`src/rtl/keypad_pkg.sv`:
```
// -----------------------------------------------------------------------------
// keypad_pkg
//   Shared constants, the control state type and small helpers for the 4x4
//   keypad scanner slice.
//
//   Contents:
//     ROWS, COLS, MAP_W    matrix geometry and width of the key bitmap
//     KEY_NONE             code 0, reserved as "no note / silence"
//     KEY_MASKED_IDX       key index that is never allowed to produce a press
//     key_state_t          RELEASED / HELD / BLOCKED control states
//     index_to_code        key index (col*4+row) to note code
//     popcount16           number of keys set in a 16-bit map
//     lowest_index         index of the lowest set bit of a 16-bit map
// -----------------------------------------------------------------------------
package keypad_pkg;

  localparam int ROWS  = 4;
  localparam int COLS  = 4;
  localparam int MAP_W = ROWS * COLS;

  localparam logic [3:0] KEY_NONE       = 4'd0;
  localparam int         KEY_MASKED_IDX = 15;

  typedef enum logic [1:0] {
    RELEASED = 2'd0,
    HELD     = 2'd1,
    BLOCKED  = 2'd2
  } key_state_t;

  // Note codes start at 1 so that 0 stays free for "silence" downstream.
  function automatic logic [3:0] index_to_code(input logic [3:0] idx);
    return idx + 4'd1;
  endfunction

  // Counts set bits; used to tell an empty, single-key or multi-key map apart.
  function automatic logic [4:0] popcount16(input logic [15:0] map);
    logic [4:0] cnt;
    cnt = 5'd0;
    for (int i = 0; i < 16; i++) begin
      cnt = cnt + {4'd0, map[i]};
    end
    return cnt;
  endfunction

  // Only meaningful when exactly one bit is set, which is the only case in
  // which the result is consumed.
  function automatic logic [3:0] lowest_index(input logic [15:0] map);
    logic [3:0] idx;
    idx = 4'd0;
    for (int i = 15; i >= 0; i--) begin
      if (map[i]) begin
        idx = 4'(i);
      end
    end
    return idx;
  endfunction

endpackage

```
`src/rtl/keypad_frame_debounce.sv`:
```
// -----------------------------------------------------------------------------
// keypad_frame_debounce
//   Whole-frame debouncer. A frame is one complete scan of the 16-key matrix.
//   The debounced map only follows the scanned map once DEBOUNCE_CNT
//   consecutive identical frames have been seen.
//
//   Ports:
//     i_clk        system clock
//     i_reset      synchronous, active-low reset
//     i_frameMap   complete frame map, valid on the frame-end cycle
//     i_frameEnd   one-cycle strobe marking the last column sample of a frame
//     o_debMap     debounced key map
//     o_mapValid   one-cycle strobe, high the cycle after o_debMap is updated
// -----------------------------------------------------------------------------
module keypad_frame_debounce
  import keypad_pkg::*;
#(
  parameter int DEBOUNCE_CNT = 4
) (
  input  logic             i_clk,
  input  logic             i_reset,
  input  logic [MAP_W-1:0] i_frameMap,
  input  logic             i_frameEnd,
  output logic [MAP_W-1:0] o_debMap,
  output logic             o_mapValid
);

  // DEBOUNCE_CNT is limited to 1..15, so four bits hold the stable count.
  localparam logic [3:0] DEB_LIMIT = 4'(DEBOUNCE_CNT);

  logic [MAP_W-1:0] r_prevMap;
  logic [3:0]       r_stableCnt;
  logic [MAP_W-1:0] r_debMap;
  logic             r_mapValid;

  logic             w_sameFrame;
  logic [3:0]       w_nextCnt;

  assign w_sameFrame = (i_frameMap == r_prevMap);

  // Stable count the frame-end update will produce. A repeat of the previous
  // frame extends the run (saturating at the limit so a long hold keeps
  // re-validating the map); any change restarts the run at one, because the
  // new frame is itself the first of a potential run.
  always_comb begin
    w_nextCnt = 4'd1;
    if (w_sameFrame) begin
      w_nextCnt = (r_stableCnt == DEB_LIMIT) ? r_stableCnt : r_stableCnt + 4'd1;
    end
  end

  // Frame-end bookkeeping. The map is committed in the same cycle the run
  // reaches the limit; the valid strobe is registered alongside it, so it is
  // seen by the consumer one cycle after the frame end.
  always_ff @(posedge i_clk) begin
    if (!i_reset) begin
      r_prevMap   <= '0;
      r_stableCnt <= 4'd0;
      r_debMap    <= '0;
      r_mapValid  <= 1'b0;
    end else begin
      r_mapValid <= 1'b0;
      if (i_frameEnd) begin
        r_prevMap   <= i_frameMap;
        r_stableCnt <= w_nextCnt;
        if (w_nextCnt == DEB_LIMIT) begin
          r_debMap   <= i_frameMap;
          r_mapValid <= 1'b1;
        end
      end
    end
  end

  assign o_debMap   = r_debMap;
  assign o_mapValid = r_mapValid;

endmodule

```
`src/rtl/keypad_scanner.sv`:
```
// -----------------------------------------------------------------------------
// keypad_scanner
//   Scans a 4x4 active-low key matrix, synchronises and debounces it, and
//   turns a single accepted key into a 4-bit note code for game_module.
//
//   Ports:
//     i_clk          system clock
//     i_reset        synchronous, active-low reset
//     i_row_in       matrix rows, active-low, asynchronous to i_clk
//     o_col_out      column drive, one-hot active-low
//     o_key_code     code of the last accepted key (1..15), 0 after reset
//     o_key_press    one-cycle pulse on a newly accepted key
//     o_key_release  one-cycle pulse when the accepted key is released
//     o_key_held     high while the accepted key remains pressed
//     o_multi_key    high while several keys are down or the key changed
//                    during a hold, until the matrix is empty again
//
//   SCAN_DIV is the number of cycles each column is driven (>= 4, so that the
//   two-flop synchroniser has settled before the column is sampled).
//   DEBOUNCE_CNT is the number of identical frames required (1..15).
// -----------------------------------------------------------------------------
module keypad_scanner
  import keypad_pkg::*;
#(
  parameter int SCAN_DIV     = 50000,
  parameter int DEBOUNCE_CNT = 4
) (
  input  logic            i_clk,
  input  logic            i_reset,
  input  logic [ROWS-1:0] i_row_in,
  output logic [COLS-1:0] o_col_out,
  output logic [3:0]      o_key_code,
  output logic            o_key_press,
  output logic            o_key_release,
  output logic            o_key_held,
  output logic            o_multi_key
);

  localparam int              DIV_W    = (SCAN_DIV > 1) ? $clog2(SCAN_DIV) : 1;
  localparam logic [DIV_W-1:0] DIV_LAST = DIV_W'(SCAN_DIV - 1);

  // Synchroniser, scan timing and frame capture
  logic [ROWS-1:0]  r_rowSync1;
  logic [ROWS-1:0]  r_rowSync2;
  logic [DIV_W-1:0] r_div;
  logic [1:0]       r_col;
  logic [COLS-1:0]  r_colOut;
  logic [MAP_W-1:0] r_frameMap;

  logic [ROWS-1:0]  w_rowPressed;
  logic             w_divEnd;
  logic             w_frameEnd;
  logic [MAP_W-1:0] w_frameNext;

  // Debounced view of the matrix
  logic [MAP_W-1:0] w_debMap;
  logic             w_mapValid;
  logic [4:0]       w_popCount;
  logic [3:0]       w_keyIdx;

  // Control FSM and its registered outputs
  key_state_t       r_state;
  logic [MAP_W-1:0] r_keyMap;
  logic [3:0]       r_keyCode;
  logic             r_keyPress;
  logic             r_keyRelease;
  logic             r_keyHeld;
  logic             r_multiKey;

  // Two-flop synchroniser for the asynchronous rows. The idle value is all
  // ones (pulled up, nothing pressed) so reset never looks like a keypress.
  always_ff @(posedge i_clk) begin
    if (!i_reset) begin
      r_rowSync1 <= '1;
      r_rowSync2 <= '1;
    end else begin
      r_rowSync1 <= i_row_in;
      r_rowSync2 <= r_rowSync1;
    end
  end

  assign w_rowPressed = ~r_rowSync2;
  assign w_divEnd     = (r_div == DIV_LAST);
  assign w_frameEnd   = w_divEnd && (r_col == 2'd3);

  // The frame map as it will look after this cycle's sample. Feeding this to
  // the debouncer lets the frame-end comparison include column 3 on the very
  // cycle it is sampled. The masked key is forced to zero here so it can
  // never reach the debouncer or the FSM.
  always_comb begin
    w_frameNext = r_frameMap;
    if (w_divEnd) begin
      w_frameNext[{r_col, 2'b00} +: ROWS] = w_rowPressed;
    end
    w_frameNext[KEY_MASKED_IDX] = 1'b0;
  end

  // Column sequencing: each column is driven for SCAN_DIV cycles, its rows are
  // captured on the last of those cycles, then the active-low drive rotates to
  // the next column.
  always_ff @(posedge i_clk) begin
    if (!i_reset) begin
      r_div      <= '0;
      r_col      <= 2'd0;
      r_colOut   <= 4'b1110;
      r_frameMap <= '0;
    end else begin
      if (w_divEnd) begin
        r_div      <= '0;
        r_col      <= r_col + 2'd1;
        r_colOut   <= {r_colOut[COLS-2:0], r_colOut[COLS-1]};
        r_frameMap <= w_frameNext;
      end else begin
        r_div <= r_div + 1'b1;
      end
    end
  end

  keypad_frame_debounce #(
    .DEBOUNCE_CNT (DEBOUNCE_CNT)
  ) u_debounce (
    .i_clk      (i_clk),
    .i_reset    (i_reset),
    .i_frameMap (w_frameNext),
    .i_frameEnd (w_frameEnd),
    .o_debMap   (w_debMap),
    .o_mapValid (w_mapValid)
  );

  assign w_popCount = popcount16(w_debMap);
  assign w_keyIdx   = lowest_index(w_debMap);

  // Control FSM. It only moves on a fresh debounced map, so bounce that never
  // produced DEBOUNCE_CNT identical frames is invisible here. Press and
  // release pulses default low every cycle; only one of them can be set per
  // transition, so they never overlap. key_code is written only on an
  // accepted press and otherwise keeps the last note.
  always_ff @(posedge i_clk) begin
    if (!i_reset) begin
      r_state      <= RELEASED;
      r_keyMap     <= '0;
      r_keyCode    <= KEY_NONE;
      r_keyPress   <= 1'b0;
      r_keyRelease <= 1'b0;
      r_keyHeld    <= 1'b0;
      r_multiKey   <= 1'b0;
    end else begin
      r_keyPress   <= 1'b0;
      r_keyRelease <= 1'b0;
      if (w_mapValid) begin
        case (r_state)
          RELEASED: begin
            if (w_popCount == 5'd1) begin
              r_keyMap   <= w_debMap;
              r_keyCode  <= index_to_code(w_keyIdx);
              r_keyPress <= 1'b1;
              r_keyHeld  <= 1'b1;
              r_state    <= HELD;
            end else if (w_popCount != 5'd0) begin
              r_multiKey <= 1'b1;
              r_state    <= BLOCKED;
            end
          end
          HELD: begin
            if (w_popCount == 5'd0) begin
              r_keyHeld    <= 1'b0;
              r_keyRelease <= 1'b1;
              r_state      <= RELEASED;
            end else if (w_debMap != r_keyMap) begin
              // A second key or a slide to another key: drop the hold
              // silently and wait for the matrix to clear.
              r_keyHeld  <= 1'b0;
              r_multiKey <= 1'b1;
              r_state    <= BLOCKED;
            end
          end
          BLOCKED: begin
            if (w_popCount == 5'd0) begin
              r_multiKey <= 1'b0;
              r_state    <= RELEASED;
            end
          end
          default: begin
            r_state <= RELEASED;
          end
        endcase
      end
    end
  end

  assign o_col_out     = r_colOut;
  assign o_key_code    = r_keyCode;
  assign o_key_press   = r_keyPress;
  assign o_key_release = r_keyRelease;
  assign o_key_held    = r_keyHeld;
  assign o_multi_key   = r_multiKey;

endmodule

```
`config.mk`:
```
export PLATFORM = sky130hd
export DESIGN_NAME = keypad_scanner
export DESIGN_NICKNAME = d
export VERILOG_FILES = /design/src/rtl/keypad_pkg.sv /design/src/rtl/keypad_frame_debounce.sv /design/src/rtl/keypad_scanner.sv
export SDC_FILE = /design/constraint.sdc
export NUM_CORES = 1
export LEC_CHECK = 0
export BUFFER_PORTS_ARGS = -buffer_cell sky130_fd_sc_hd__buf_2
export CORE_ASPECT_RATIO = 0.75
export CORE_MARGIN = 5
export CORE_UTILIZATION = 55
export DETAILED_ROUTE_END_ITERATION = 8
export MAX_ROUTING_LAYER = met4
export PLACE_DENSITY = 0.72
export SKIP_CTS_REPAIR_TIMING = 1
export SLEW_MARGIN = 25
export SYNTH_ARGS = -nofsm -noshare
export SYNTH_HDL_FRONTEND = slang
export SYNTH_SLANG_ARGS = --single-unit
```
`constraint.sdc`:
```
create_clock -name i_clk -period 6.8 [get_ports i_clk]
set_clock_uncertainty 0.05 [all_clocks]
set_input_delay 1.36 -clock i_clk [delete_from_list [all_inputs] [get_ports i_clk]]
set_output_delay 1.36 -clock i_clk [all_outputs]
set_load 0.01 [all_outputs]
```
==> metrics.md, run 1 <==
| Metric | Value |
|---|---|
| Post-DP HPWL | `7850 um` |
| Pleak | `0.00218 uW` |
| Worst Hold Class | `reg -> reg` |
| Crit Path Category | `reg -> reg` |
| Commonest non-fill, non-tap cell in the layout | `dfxtp_1` |
| Cell count after synthesis | `553` |
| Critical R2R Capture | `r_keyMap[13]$_SDFFE_PN0P_` |
| Largest net degree at the start of global routing | `59` |
| Max VDD drop | `0.000127 V` |
| Clock Path Buffers | `2` |
| CTS sink count | `105` |
| Total GRT Usage | `20.8%` |
| IO Port Bufs | `17` |
| Synth Flop Type | `dfxtp_1` |
| Final setup fails | `0` |
| CTS tree | `built` |
| Die area | `11400 um2` |
| DRC viols | `0` |
| Routability Congestion | `0.885` |
| Clock share of power | `45.2%` |
| Critical path's largest stage delay | `540 ps` |
| Hold Path Origin | `r_rowSync1[2]$_SDFF_PN1_` |
| Minimum clock period after layout | `5620 ps` |
| Fin crit share | `82.7%` |
| Synth Register Bits | `105` |
| RR Startpoint | `u_debounce.o_debMap[0]$_SDFFE_PN0P_` |
| Max transition margin | `32.0%` |
| H-tree depth | `3` |
| DR vias/cell | `5.58` |
| Fin. Hold Viols | `0` |
| Initial core utilization | `56.6%` |
| Part of the power in registers | `53.3%` |
| Syn_area_per_cell | `9.34 um2` |
| CP Capture Point | `r_keyMap[13]$_SDFFE_PN0P_` |
| CP max-delay cell | `fa_1` |
| Reg2Reg Depth | `17` |
| Setup TNS | `0 ps` |
| Area added between synthesis and finish | `8.50%` |
| I/O pin cnt | `18` |
| DR pass1 iterations | `5` |
| Pwr dens | `208 nW/um2` |
| Layout cell share with drive strength beyond 1 | `11.2%` |
| Most frequent cells in the layout | `dfxtp_1, nor2_1, mux2i_1, inv_1, nand2_1` |
| CP dominant cell by count | `fa_1` |
| Switching Fraction | `19.6%` |
| Std cell rows | `30` |
| Clk_lat worst skew | `340 ps` |
| Clock slew at reported path FFs | `70 ps` |
| Routed Antenna Nets | `0` |
| Initial antenna violation count | `0` |
| Syn nets | `580` |
| Post-placement cell area | `5290 um2` |
| R2R Setup Slk | `1180 ps` |
| Cell family with most CP delay | `adder cells` |
| Crit-path max FO | `23` |
| Logic pwr share | `1.5%` |
| Die span in y | `93.9 um` |
| YS warnings | `0` |
| Via Count | `3848` |
| Internal power | `938 uW` |
| Worst slew pin tran | `1010 ps` |
| Outcome | `complete, no violations` |
| # Max-Cap Violations | `0` |
| Root Buffer | `clkbuf_16` |
| CP Depth | `17` |
| Die width | `122 um` |
| CP arrival | `5780 ps` |
| EDFF count, synth | `0` |
| Grt total ovfl | `0` |
| Ant. Diodes | `0` |
| Area of the mapped netlist | `5160 um2` |
| Fmax | `0.178 GHz` |
| Critical Path Source | `u_debounce.o_debMap[0]$_SDFFE_PN0P_` |
| Vias in the first global route | `3620` |
| Crit path cell chain | `inv_1, fa_1, inv_1, fa_1, fa_1, inv_1, fa_1, fa_1, fa_1, nor2_1, a31oi_1, or3b_2, nor4b_1, and2_1, buf_4, mux2i_1, nor2_1` |
| Distinct cells, synth | `55` |
| Async set-reset flop share out of synthesis | `0%` |
| Switching Power | `229 uW` |
| Crit path launch type | `flip-flop` |
| Critical path buffers and inverters | `4` |
| Crit end category | `flip-flop` |
| Worst Path Required | `6960 ps` |
| Layout Nets | `584` |
| Post-route cell area | `5600 um2` |
| Unrepaired setup endpoints after global routing | `false` |
| Wire per inst | `15.7 um` |
| DR iter-0 viols | `272` |
| Total CTS buffers | `9` |
| Slew Viols, Final | `0` |
| Register area share after synthesis | `40.7%` |
| Total Routed Length | `10800 um` |
| Global-route wire length before repair | `18300 um` |
| Core ar. | `9120 um2` |
-- cell type report --
class / instances / area (um2)
fillers: 787 / 3520
multi-input cells: 386 / 2800
flip-flops and latches: 105 / 2100
clock buffers: 14 / 274
well taps: 128 / 160
inverters: 36 / 135
repair buffers: 19 / 100
clock inverters: 2 / 35.0
-- metrics by stage --
step / setup WS (ps) / hold WS, ps / cells / utilization, % / power [uW]
2_1_floorplan: 1120 / 336 / 553 / - / 647
3_3_place_gp: 1420 / 344 / 674 / 58.0 / 653
3_5_place_dp: 1160 / 346 / 674 / 58.0 / 653
4_1_cts: 1160 / 363 / 690 / 61.4 / 1180
5_1_grt: 861 / 374 / 690 / 61.4 / 1210
6_report: 1180 / 359 / 690 / 61.4 / 1170
-- power by group through the flow --
stage          Clock [uW]  Combinational, uW  Sequential [uW]
2_1_floorplan           0               13.5              634
3_3_place_gp            0               17.2              635
3_5_place_dp            0               17.8              636
4_1_cts               539               17.7              622
5_1_grt               569               19.7              622
6_report              528               17.6              622
-- worst min-delay path by stage --
stage                     cells past startpoint                       end
after global placement                        1  r_rowSync2[1]$_SDFF_PN1_
after CTS                                     1  r_rowSync2[0]$_SDFF_PN1_
after floorplan                               1  r_rowSync2[0]$_SDFF_PN1_
final                                         1  r_rowSync2[2]$_SDFF_PN1_
after global routing                          1  r_rowSync2[0]$_SDFF_PN1_
after detailed placement                      1  r_rowSync2[0]$_SDFF_PN1_
-- cell usage after synthesis, types with 2 or more instances --
library cell    n  area share, %
inv_1          35            2.5
xor2_1         27            4.6
and2_1          5           0.61
nor4_1          9            1.1
buf_6           2           0.44
or3b_2          2           0.34
fa_1           10            3.9
o211ai_1        4           0.58
nand3_1         8           0.78
ha_1           11            2.7
buf_1           3           0.22
xnor2_1        13            2.2
nor3_1         16            1.6
nand2_1        32            2.3
o21a_1          2           0.29
dfxtp_1       105             41
a211oi_1       14            2.0
a31oi_1         3           0.36
a21oi_1        16            1.6
and3_1          3           0.36
or4b_1          2           0.39
o22ai_1         2           0.24
mux2_2          9            2.0
nand2b_1       16            1.9
clkbuf_1       19            1.4
nor4_4          5            2.1
nand4_1         9            1.1
nor2_1         82            6.0
nor4b_1         2           0.34
mux2i_1        36            7.0
or3_1           5           0.61
o21ai_0        18            1.7
mux2_4          6            1.7
-- logic make-up (layout without fill, tap and decap cells) --
logic type      count (synthesis)  in the layout  share of synthesized area, %
flops                         105            105                          40.7
simple gates                  205            205                          21.4
xor+xnor                       40             40                          6.78
fa+ha+maj                      21             21                          6.54
mux                            51             51                          10.7
compound gates                 69             69                          8.75
buf+inv                        62             71                          5.14
-- sequential cells by signal (all words and copies together), names as in the netlist, 2 cells and up --
| register | count |
|---|---|
| r_keyMap | 15 |
| r_state | 2 |
| o_col_out | 4 |
| r_col | 2 |
| r_rowSync1 | 4 |
| u_debounce.r_stableCnt | 4 |
| r_div | 16 |
| o_key_code | 4 |
| r_frameMap | 15 |
| r_rowSync2 | 4 |
| u_debounce.r_prevMap | 15 |
| u_debounce.o_debMap | 15 |
-- routing by layer --
metal | GRT usage, % | wire length (um)
met1 | 29.0 | 5270
met2 | 30.6 | 4670
met3 | 4.82 | 732
met4 | 5.32 | 155
met5 | - | 0
Power figures use the tool's default switching activity.
==> inputs of run 2 (changes only) <==
ABC_AREA = 1   (was not set)
PLACE_DENSITY = 0.75   (was 0.72)
clock period = 5.08 ns   (was 6.8 ns; I/O delays follow)
==> run 2 against run 1 <==
Core utilization decreased by 0.88 points. Hold slack better by 10 ps. Sequential power rose by 33%. Combinational power grew 69%. Wire length grew 21%.
==> metrics.md, run 2 <==
| Metric | Value |
|---|---|
| Async set-reset flop share out of synthesis | `0%` |
| Max FFs per register | `16` |
| I/O pin cnt | `18` |
| IO Port Bufs | `17` |
| Area of the mapped netlist | `5700 um2` |
| CP arrival | `5050 ps` |
| YS warnings | `0` |
| Slew Viols, Final | `0` |
| Cell count after synthesis | `812` |
| Synth Area in Adders | `5.92%` |
| Hold Path Depth | `1` |
| Synth Area in Compound Gates | `10.8%` |
| EDFF count, synth | `0` |
| DR vias/cell | `5.31` |
| Crit Path Category | `reg -> reg` |
| Distinct cells, synth | `35` |
| Worst Path Required | `5310 ps` |
| Root Buffer | `clkbuf_16` |
| Outcome | `complete, no violations` |
| Register area share after synthesis | `36.9%` |
| Most flop-heavy register | `r_div` |
| Reg2Reg Depth | `19` |
| Commonest non-fill, non-tap cell in the layout | `nand2_1` |
| DR pass1 iterations | `5` |
| DR iter-0 viols | `434` |
| DRC viols | `0` |
| Layout Utilization | `60.6%` |
| Die span in y | `98.2 um` |
| Initial antenna violation count | `0` |
| Layout cell share with drive strength beyond 1 | `11.3%` |
| Ant. Diodes | `0` |
| Total GRT Usage | `22.4%` |
| Grt total ovfl | `0` |
| Fin crit share | `94.7%` |
| CP dominant cell by count | `fa_1` |
| Fin. Hold Viols | `0` |
| Crit path launch type | `flip-flop` |
| Most frequent cells in the layout | `nand2_1, nor2_1, dfxtp_1, inv_1, o21ai_0` |
| Clk_lat worst skew | `350 ps` |
| Main combinational cell family by area after synthesis | `simple AND/OR/NAND/NOR gates` |
| Wire per inst | `13.6 um` |
| Clock slew at reported path FFs | `80 ps` |
| Largest net degree at the start of global routing | `59` |
| Count leader, synth | `nand2_1` |
| Max transition margin | `33.1%` |
| Setup TNS | `0 ps` |
| Global-route wire length before repair | `22500 um` |
| Clock Path Buffers | `2` |
| Post-DP HPWL | `9650 um` |
| Crit-path max FO | `4` |
| H-tree depth | `3` |
| Minimum clock period after layout | `4810 ps` |
| Syn nets | `839` |
| Synth Register Bits | `105` |
| Crit end category | `flip-flop` |
| Worst Hold Class | `reg -> reg` |
| Critical path's largest stage delay | `560 ps` |
| Routability Congestion | `0.918` |
| Total Routed Length | `13100 um` |
| Mux contribution to synthesized area | `0%` |
| Synthesized-area fraction occupied by xor and xnor cells | `2.76%` |
| Vias in the first global route | `4817` |
| Pwr dens | `248 nW/um2` |
| Worst slew pin tran | `999 ps` |
| CTS tree | `built` |
| Synth Area in Simple Gates | `34.8%` |
| Initial core utilization | `55.9%` |
| Die area | `12500 um2` |
| Crit path cell chain | `inv_1, fa_1, inv_1, fa_1, fa_1, inv_1, fa_1, fa_1, fa_1, nor2_1, o21ai_0, a21oi_2, nand2_1, nand2_1, nand2_1, a21oi_1, nand3_1, or2_2, a21oi_1` |
| Yosys top cell by area | `dfxtp_1` |
| Pleak | `0.00265 uW` |
| Total CTS buffers | `9` |
| Area added between synthesis and finish | `8.40%` |
| Die width | `128 um` |
| Area contributors post-synth | `dfxtp_1, nand2_1, nor2_1` |
| Synth Flop Type | `dfxtp_1` |
| Via Count | `5131` |
| Layout Nets | `852` |
| Core ar. | `10200 um2` |
| Final setup fails | `0` |
| # Max-Cap Violations | `0` |
| Post-synth top area share | `36.9%` |
| CTS sink count | `105` |
| Routed Antenna Nets | `0` |
| Max VDD drop | `0.000148 V` |
| Fmax | `0.208 GHz` |
| Final Power | `1530 uW` |
| Std cell rows | `32` |
| Most frequent cells after synthesis | `nand2_1, nor2_1, dfxtp_1` |
| Syn_area_per_cell | `7.02 um2` |
| CP max-delay cell | `fa_1` |
[run 2: cells by family (layout without fill, tap and decap cells)]
group | after synthesis | after routing
buf+inv | 123 | 141
flops | 105 | 105
fa+ha+maj | 21 | 21
xor+xnor | 18 | 18
simple gates | 428 | 428
compound gates | 117 | 117
[run 2: cell type report]
| class | instances | area (um2) |
|---|---|---|
| fill | 938 | 4030 |
| multi-input combinational | 584 | 3100 |
| sequential | 105 | 2100 |
| inverter | 101 | 379 |
| clock buffer | 10 | 229 |
| tap | 136 | 170 |
| timing repair buffer | 24 | 141 |
| clock inverter | 6 | 56.3 |
[run 2: per-layer routing]
layer | GRT usage (%) | share of wire, % | up-vias | routed length [um]
li1 | - | - | 2620 | -
met4 | 5.30 | 0.75 | 0 | 99
met5 | - | 0 | - | 0
met3 | 4.37 | 5.8 | 10 | 765
met1 | 30.5 | 49 | 2378 | 6420
met2 | 34.4 | 45 | 123 | 5860
[run 2: final timing paths]
path / from / to / slack [ps]
worst min-delay path: r_rowSync1[3]$_SDFF_PN1_ / r_rowSync2[3]$_SDFF_PN1_ / 370
worst max-delay path: u_debounce.o_debMap[0]$_SDFFE_PN0P_ / o_multi_key$_SDFFE_PN0P_ / 270
worst max register to register: u_debounce.o_debMap[0]$_SDFFE_PN0P_ / o_multi_key$_SDFFE_PN0P_ / 270
worst min register to register: r_rowSync1[3]$_SDFF_PN1_ / r_rowSync2[3]$_SDFF_PN1_ / 370
[run 2: where the power goes]
group	leakage, uW	internal [uW]	switching, uW
Combinational	0.00166	9.67	20.0
Sequential	0.000849	827	3.01
Clock	0.000138	345	329
[run 2: metrics by stage]
step | area, um2 | setup slack [ps] | std cells | hold slack (ps)
2_1_floorplan | 5700 | 359 | 812 | 343
3_3_place_gp | 5880 | 251 | 950 | 347
3_5_place_dp | 5880 | 113 | 950 | 350
4_1_cts | 6170 | 104 | 966 | 369
5_1_grt | 6180 | -25.8 | 966 | 390
6_report | 6180 | 267 | 966 | 369
[run 2: worst max-delay path, delay by kind of cell (launching register included)]
kind	cells	cell delay [ps]
flops	1	360
compound gates	4	560
fa+ha+maj	6	2820
simple gates	6	730
buf+inv	3	210
==> inputs of run 3 (changes only) <==
PLACE_DENSITY = 0.72   (was 0.75)
RECOVER_POWER = 50   (was not set)
clock period = 4.61 ns   (was 5.08 ns; I/O delays follow)
==> run 3 against run 2 <==
Critical path depth shrank 1. Combinational power grew 18%. Sequential share of layout area shrank 1.4 points. Power grew 16%. Count of clock-buffer cells in the layout is the same. Global-route usage grew 0.49 points. Setup slack lost 240 ps. Register-to-register slack lost 240 ps. Wire length grew 5.4%. Critical endpoint is now r_state[1]$_SDFFE_PN0P_.
==> metrics.md, run 3 (synthesis results as in run 2) <==
| Metric | Value |
|---|---|
| Largest net degree at the start of global routing | `37` |
| Worst slew pin tran | `1370 ps` |
| Outcome | `complete, no violations` |
| Die area | `12500 um2` |
| Wire per inst | `14.1 um` |
| Worst Hold Class | `reg -> reg` |
| Pwr dens | `275 nW/um2` |
| Global-route wire length before repair | `22900 um` |
| Final cell count without fillers | `981` |
| Max FFs per register | `16` |
| CP dominant cell by count | `fa_1` |
| R2R Setup Slk | `30 ps` |
| Grt total ovfl | `0` |
| Vias in the first global route | `4932` |
| Worst Path Required | `4850 ps` |
| Dpl cells | `960` |
| H-tree depth | `3` |
| Total GRT Usage | `22.9%` |
| Area added between synthesis and finish | `13.1%` |
| Initial core utilization | `55.9%` |
| Critical Path Source | `u_debounce.o_debMap[3]$_SDFFE_PN0P_` |
| CTS tree | `built` |
| Clock slew at reported path FFs | `70 ps` |
| Reg2Reg Depth | `18` |
| Crit end category | `flip-flop` |
| RR Startpoint | `u_debounce.o_debMap[3]$_SDFFE_PN0P_` |
| Max transition margin | `8.58%` |
| Crit Path Category | `reg -> reg` |
| Initial antenna violation count | `0` |
| Critical path's largest stage delay | `550 ps` |
| Post-DP HPWL | `9860 um` |
| Critical R2R Capture | `r_state[1]$_SDFFE_PN0P_` |
| Post-route cell area | `6450 um2` |
| Max VDD drop | `0.000215 V` |
| Crit path launch type | `flip-flop` |
| Fin crit share | `99.3%` |
| Die width | `128 um` |
| Pleak | `0.00270 uW` |
| Clock Path Buffers | `2` |
| Most frequent cells in the layout | `nand2_1, nor2_1, dfxtp_1, inv_1, a21oi_1` |
| Via Count | `5211` |
| Clock share of power | `46.5%` |
| Switching Fraction | `21.0%` |
| CTS sink count | `105` |
| Ant. Diodes | `0` |
| Minimum clock period after layout | `4580 ps` |
| DR pass1 iterations | `5` |
| DRC viols | `0` |
| CP Capture Point | `r_state[1]$_SDFFE_PN0P_` |
| Std cell rows | `32` |
| CP arrival | `4820 ps` |
| Part of the power in registers | `51.6%` |
| Fmax | `0.218 GHz` |
| Final setup fails | `0` |
| DR vias/cell | `5.31` |
| Layout cell share with drive strength beyond 1 | `14.8%` |
| Clk_lat worst skew | `350 ps` |
| Total CTS buffers | `9` |
| Layout Utilization | `63.2%` |
| Post-placement cell area | `5970 um2` |
| Internal power | `1400 uW` |
| Most flop-heavy register | `r_div` |
| Commonest non-fill, non-tap cell in the layout | `nand2_1` |
| Switching Power | `373 uW` |
| Root Buffer | `clkbuf_16` |
| CP max-delay cell | `fa_1` |
| Crit-path max FO | `3` |
| Die span in y | `98.2 um` |
| Logic pwr share | `2.0%` |
| Routed Antenna Nets | `0` |
| Routability Congestion | `0.900` |
| DR iter-0 viols | `412` |
| Unrepaired setup endpoints after global routing | `true` |
| IO Port Bufs | `17` |
| I/O pin cnt | `18` |
| Crit path cell chain | `inv_2, fa_1, inv_2, fa_1, fa_1, inv_1, fa_1, fa_2, fa_2, o211ai_1, a21oi_2, nand2_2, nand2_1, nand2_2, a21oi_2, nand3_1, or2_4, a21oi_2` |
| Fin. Hold Viols | `0` |
| Setup TNS | `0 ps` |
| Hold slack | `364 ps` |
| Slew Viols, Final | `0` |
| Total Routed Length | `13900 um` |
| Layout Nets | `867` |
| # Max-Cap Violations | `0` |
| Core ar. | `10200 um2` |
[run 3: worst max-delay path: cells and delay by family, from the launching register on]
family / cells / cell delay, ps
fa+ha+maj: 6 / 2910
simple gates: 5 / 580
buf+inv: 3 / 130
flops: 1 / 330
compound gates: 4 / 520
[run 3: worst min-delay path by stage]
stage / start / to / slack, ps / cells after the start
after global placement: r_rowSync1[3]$_SDFF_PN1_ / r_rowSync2[3]$_SDFF_PN1_ / 340 / 1
after detailed placement: r_rowSync1[1]$_SDFF_PN1_ / r_rowSync2[1]$_SDFF_PN1_ / 350 / 1
after global routing: r_rowSync1[1]$_SDFF_PN1_ / r_rowSync2[1]$_SDFF_PN1_ / 380 / 1
final: r_rowSync1[1]$_SDFF_PN1_ / r_rowSync2[1]$_SDFF_PN1_ / 360 / 1
after floorplan: r_rowSync1[0]$_SDFF_PN1_ / r_rowSync2[0]$_SDFF_PN1_ / 340 / 1
after CTS: r_rowSync1[1]$_SDFF_PN1_ / r_rowSync2[1]$_SDFF_PN1_ / 360 / 1
[run 3: power by group through the flow]
stage / registers, uW / logic (uW) / clock network, uW
final: 915 / 35.0 / 824
after global routing: 915 / 39.4 / 875
after CTS: 915 / 32.4 / 842
after detailed placement: 936 / 32.2 / 0
after global placement: 936 / 31.8 / 0
after floorplan: 935 / 23.0 / 0
[run 3: through the flow]
step	setup WS, ps	power (uW)
2_1_floorplan	2.25	958
3_3_place_gp	-16.4	968
3_5_place_dp	-137	968
4_1_cts	-149	1790
5_1_grt	-189	1830
6_report	30.9	1770
[run 3: routing by layer]
metal | wire, um | GRT usage [%] | vias up
li1 | - | - | 2647
met1 | 6800 | 31.2 | 2428
met2 | 6240 | 34.7 | 121
met3 | 658 | 4.87 | 15
met4 | 155 | 5.79 | 0
met5 | 0 | - | -
[run 3: layout make-up]
| type | instances | area [um2] |
|---|---|---|
| tap | 136 | 170 |
| sequential | 105 | 2110 |
| inverter | 101 | 384 |
| fill | 948 | 3760 |
| clock buffer | 10 | 229 |
| clock inverter | 6 | 91.3 |
| timing repair buffer | 39 | 294 |
| multi-input combinational | 584 | 3170 |
